### src/rtl/normalizer16bit_seq.sv
`default_nettype none
// ============================================================================
// Module   : normalizer16bit_seq
// Purpose  : Sequential 16-bit left normalizer. Finds the left-shift
//            magnitude that moves the most significant set bit of A to
//            bit 15 and returns that magnitude with the normalized value.
//            A binary search over shift sizes 8/4/2/1 takes one cycle each.
// Ports    : clk    - rising-edge clock
//            reset  - synchronous, active-high reset
//            start  - request, sampled only when not busy
//            A      - operand, captured on the accepted start cycle
//            busy   - high during the four search cycles
//            done   - one-cycle pulse when Q/mag/zero are updated
//            Q      - normalized result (A << mag)
//            mag    - leading-zero count of A (0 for A == 0)
//            zero   - high when the captured A was 0x0000
// Revision : 1.0 - initial release
// ============================================================================
module normalizer16bit_seq (
   input  logic        clk,
   input  logic        reset,
   input  logic        start,
   input  logic [15:0] A,
   output logic        busy,
   output logic        done,
   output logic [15:0] Q,
   output logic [3:0]  mag,
   output logic        zero
);

   typedef enum logic [2:0] {
      IDLE = 3'd0,
      S3   = 3'd1,
      S2   = 3'd2,
      S1   = 3'd3,
      S0   = 3'd4,
      DONE = 3'd5
   } state_t;

   state_t      state_q;
   logic [15:0] w_q;        // work register being shifted
   logic [3:0]  m_q;        // magnitude bits accumulated so far
   logic        a_zero_q;   // captured operand was zero
   logic        busy_q;
   logic        done_q;
   logic [15:0] q_q;
   logic [3:0]  mag_q;
   logic        zero_q;

   logic [15:0] w_d;
   logic [3:0]  m_d;

   // One search step: if the top 2^k bits are all zero, shift them out and
   // record bit k of the magnitude.
   always_comb begin
      w_d = w_q;
      m_d = m_q;
      case (state_q)
         S3: if (w_q[15:8] == 8'h00) begin
            w_d    = {w_q[7:0], 8'h00};
            m_d[3] = 1'b1;
         end
         S2: if (w_q[15:12] == 4'h0) begin
            w_d    = {w_q[11:0], 4'h0};
            m_d[2] = 1'b1;
         end
         S1: if (w_q[15:14] == 2'b00) begin
            w_d    = {w_q[13:0], 2'b00};
            m_d[1] = 1'b1;
         end
         S0: if (w_q[15] == 1'b0) begin
            w_d    = {w_q[14:0], 1'b0};
            m_d[0] = 1'b1;
         end
         default: ;
      endcase
   end

   always_ff @(posedge clk) begin
      if (reset) begin
         state_q  <= IDLE;
         w_q      <= 16'h0000;
         m_q      <= 4'h0;
         a_zero_q <= 1'b0;
         busy_q   <= 1'b0;
         done_q   <= 1'b0;
         q_q      <= 16'h0000;
         mag_q    <= 4'h0;
         zero_q   <= 1'b0;
      end else begin
         done_q <= 1'b0;
         case (state_q)
            IDLE, DONE: begin
               if (start) begin
                  w_q      <= A;
                  m_q      <= 4'h0;
                  a_zero_q <= (A == 16'h0000);
                  busy_q   <= 1'b1;
                  state_q  <= S3;
               end else begin
                  state_q  <= IDLE;
               end
            end
            S3: begin
               w_q     <= w_d;
               m_q     <= m_d;
               state_q <= S2;
            end
            S2: begin
               w_q     <= w_d;
               m_q     <= m_d;
               state_q <= S1;
            end
            S1: begin
               w_q     <= w_d;
               m_q     <= m_d;
               state_q <= S0;
            end
            S0: begin
               w_q     <= w_d;
               m_q     <= m_d;
               // A zero operand runs through all steps setting every M bit;
               // the reported magnitude is forced to 0 in that case.
               q_q     <= a_zero_q ? 16'h0000 : w_d;
               mag_q   <= a_zero_q ? 4'h0 : m_d;
               zero_q  <= a_zero_q;
               busy_q  <= 1'b0;
               done_q  <= 1'b1;
               state_q <= DONE;
            end
            default: begin
               busy_q  <= 1'b0;
               state_q <= IDLE;
            end
         endcase
      end
   end

   assign busy = busy_q;
   assign done = done_q;
   assign Q    = q_q;
   assign mag  = mag_q;
   assign zero = zero_q;

endmodule
`default_nettype wire

### config.mk
export PLATFORM = sky130hd
export DESIGN_NAME = normalizer16bit_seq
export DESIGN_NICKNAME = d
export VERILOG_FILES = /design/src/rtl/normalizer16bit_seq.sv
export SDC_FILE = /design/constraint.sdc
export NUM_CORES = 1
export LEC_CHECK = 0
export CAP_MARGIN = 10
export CORE_MARGIN = 4
export CORE_UTILIZATION = 54
export CTS_CLUSTER_SIZE = 14
export DETAILED_ROUTE_END_ITERATION = 8
export MAX_ROUTING_LAYER = met4
export PLACE_DENSITY_LB_ADDON = 0.15
export SETUP_SLACK_MARGIN = 0.5
export SLEW_MARGIN = 25
export SYNTH_ARGS = -nofsm -noshare
export SYNTH_HDL_FRONTEND = slang
export SYNTH_SLANG_ARGS = --single-unit
export TNS_END_PERCENT = 20
### constraint.sdc
create_clock -name clk -period 2.5 [get_ports clk]
set_input_delay 0.25 -clock clk [delete_from_list [all_inputs] [get_ports clk]]
set_output_delay 0.25 -clock clk [all_outputs]
set_load 0.05 [all_outputs]
==> results.cfg <==
[run_status]
status = finished clean

[critical_path]
crit_required_ns = 2.75
crit_arrival_ns = 2.41
path_class = flop to flop
worstPathMaxFanout = 6
startpoint_type = flop
end_kind = flop

[job]
maxCapViolations = 0

[synth]
netlist_area_um2 = 2835
ys_seq_elements = 47
asyncSetResetFlopFracSynth = 0
yosysTopAreaCell = dfxtp_1
synth_flop_cell = dfxtp_1
synth_top_area_share = 0.3319
synth_cells = 360
syn_area_per_cell_um2 = 7.876
synth_edf_count = 0
ys_top_cells_by_area = dfxtp_1 (33%), nand2_1 (5.8%), a21oi_1 (4.9%), o21ai_0 (4.8%), nor2_1 (4.0%)
ys_top_cells_by_count = dfxtp_1 (47), nand2_1 (44), nor2_1 (30)
yosysUniqueCellTypes = 64
synth_seq_area_share = 0.3319
syn-num-nets = 379
synth.most_common_cell = dfxtp_1
synth_warnings = 0

[clock_network]
cts_tree = built
hold_buffers = 0
clk_latency_ns = 0.31
cts.path.max_buffers = 2
root_buffer = clkbuf_8
cts.sinks = 47
path_clk_slew_ns = 0.10
htreeDepth = 2
cts_made_buffers = 5

[placement]
placedCellCount = 465
dp_slack_ns = 0.2449
place_congestion = 0.9832
hpwl_um = 6832
port_buffers = 41

[sta]
setup_tns_ns = 0
slew_viol_final = 0
hold_viol = 0
fmax_mhz = 462.3
maxSlewHeadroom = 0.5508
rsz0062_at_grt = yes
fin_crit_ns = 2.163
setup_viol = 0
finalCritPeriodShare = 0.8652
skew_ns = 0.009820
setup_ws_ns = 0.3369
worstMarginPinSlew_ns = 0.6676

[layout]
nNetsFinal = 435
syn_to_final_growth_pct = 30.85
seq_area_um2 = 947.2
antenna_cells = 0
fillers = 421
instances_no_fill = 487
layout-drive-gt1-share = 0.1871
multiInputGateArea_um2 = 1794

[floorplan]
row_count = 26
core-area_um2 = 5107
start_util = 0.5551
die_x_um = 80.46
boundaryPins = 42
die_area_um2 = 6474
die_y_um = 80.46

[worst_hold_path]
min_path_type = flop to flop

[pwr]
p_int_w = 0.001499
p_comb_frac = 0.372
power_per_cell_area_nw_per_um2 = 638.7
ir_drop_uv = 386.1
seq_power_share = 0.375
swShare = 0.3672
clkPwrFrac = 0.253
power_w = 0.002370
p_sw_w = 0.0008701
p_leak_nw = 1.393

[grt]
grt_pass1_vias = 2920
grt_pass1_wl_um = 15320
grt_use_total = 0.3184
grt-ovfl-total = 0
grt_max_degree = 33
antenna_found_initial = 0

[routing]
drc_errors = 0
wire_per_inst_um = 19.91
drt-initial-drc-count = 447
via_count = 3197
routed_wl_um = 9694
ant_nets = 0
avgViaCountPerCell = 6.565
drt_pass1_iterations = 5
## cell type report
class / count / area share
sequential: 47 / 0.2553
timing repair buffer: 82 / 0.2000
multi-input combinational: 274 / 0.4836
clock buffer: 5 / 0.01855
inverter: 6 / 0.006071
tap: 70 / 0.02361
clock inverter: 3 / 0.01282
## sequential cells by signal, indices dropped and copies added, names as in the netlist
name / cells
m_q: 4
done: 1
state_q: 3
w_q: 16
zero: 1
a_zero_q: 1
busy: 1
mag: 4
Q: 16
## per-layer routing
layer / vias to the layer above / GRT usage / routed length (um)
li1: 1463 / - / -
met1: 1482 / 0.4174 / 4016
met2: 214 / 0.4826 / 4366
met3: 38 / 0.04933 / 896
met4: 0 / 0.1470 / 414
met5: - / - / 0
## cell usage in the layout, fill, tap and decap left out, types with 4 or more instances in the layout
cell / instances
nor4_1: 6
a21oi_1: 27
mux2_2: 7
o2bb2ai_1: 4
clkbuf_8: 5
a211oi_1: 4
nand3_1: 8
nand3b_1: 4
dfxtp_1: 44
nand2_1: 44
mux2i_1: 7
clkdlybuf4s50_1: 41
nor2b_1: 4
a21o_1: 6
a31oi_1: 5
buf_4: 37
o21ai_0: 26
a22oi_1: 4
a221oi_1: 7
inv_1: 6
nor3_1: 8
nand2b_1: 4
nor2_1: 27
## critical path, cell delays in order (launching register included)
cell	delay, ns
dfxtp_4	0.36
or4_4	0.59
nor3_4	0.30
buf_6	0.15
a31oi_1	0.10
or4_1	0.43
a31oi_1	0.17
## what timing repair did
action | CTS | global route
setup buffers | 0 | 14
gates resized for setup | 3 | 21
endpoints found under the setup margin | 28 | 32
pin swaps | 0 | 9
## through the flow
step | hold slack, ns | utilization | instance area [um^2]
2_1_floorplan | 0.4092 | - | 2835
3_3_place_gp | 0.4353 | 0.6654 | 3398
3_5_place_dp | 0.4460 | 0.6654 | 3398
4_1_cts | 0.4599 | 0.6899 | 3523
5_1_grt | 0.4862 | 0.7264 | 3710
6_report | 0.4572 | 0.7264 | 3710
## worst paths after layout
kind                                           start                    to  slack [ns]  cells past startpoint
worst min register to register     Q[0]$_SDFFE_PP0N_     Q[0]$_SDFFE_PP0N_        0.46                      2
worst max register to register  w_q[15]$_SDFFE_PP0P_  w_q[12]$_SDFFE_PP0P_        0.34                      6
worst max-delay path            w_q[15]$_SDFFE_PP0P_  w_q[12]$_SDFFE_PP0P_        0.34                      6
worst min-delay path               Q[0]$_SDFFE_PP0N_     Q[0]$_SDFFE_PP0N_        0.46                      2
## power by group through the flow
stage               clock [W]  combinational [W]  sequential [W]
floorplan                   0           0.000495        0.000886
global placement            0           0.000728        0.000900
detailed placement          0           0.000736        0.000900
CTS                  0.000605           0.000742        0.000884
global route         0.000634           0.000938        0.000896
finish               0.000600           0.000881        0.000889
## logic make-up after synthesis
| group | Yosys count | share of synthesized area |
|---|---|---|
| xor gates and xnor gates | 1 | 0.003090 |
| DFF | 47 | 0.3319 |
| buffers and inverters | 39 | 0.06089 |
| AOI/OAI and AO/OA | 127 | 0.3129 |
| and+or+nand+nor | 132 | 0.2388 |
| muxes | 14 | 0.05252 |
No activity file was read; power rests on OpenSTA's default activity.
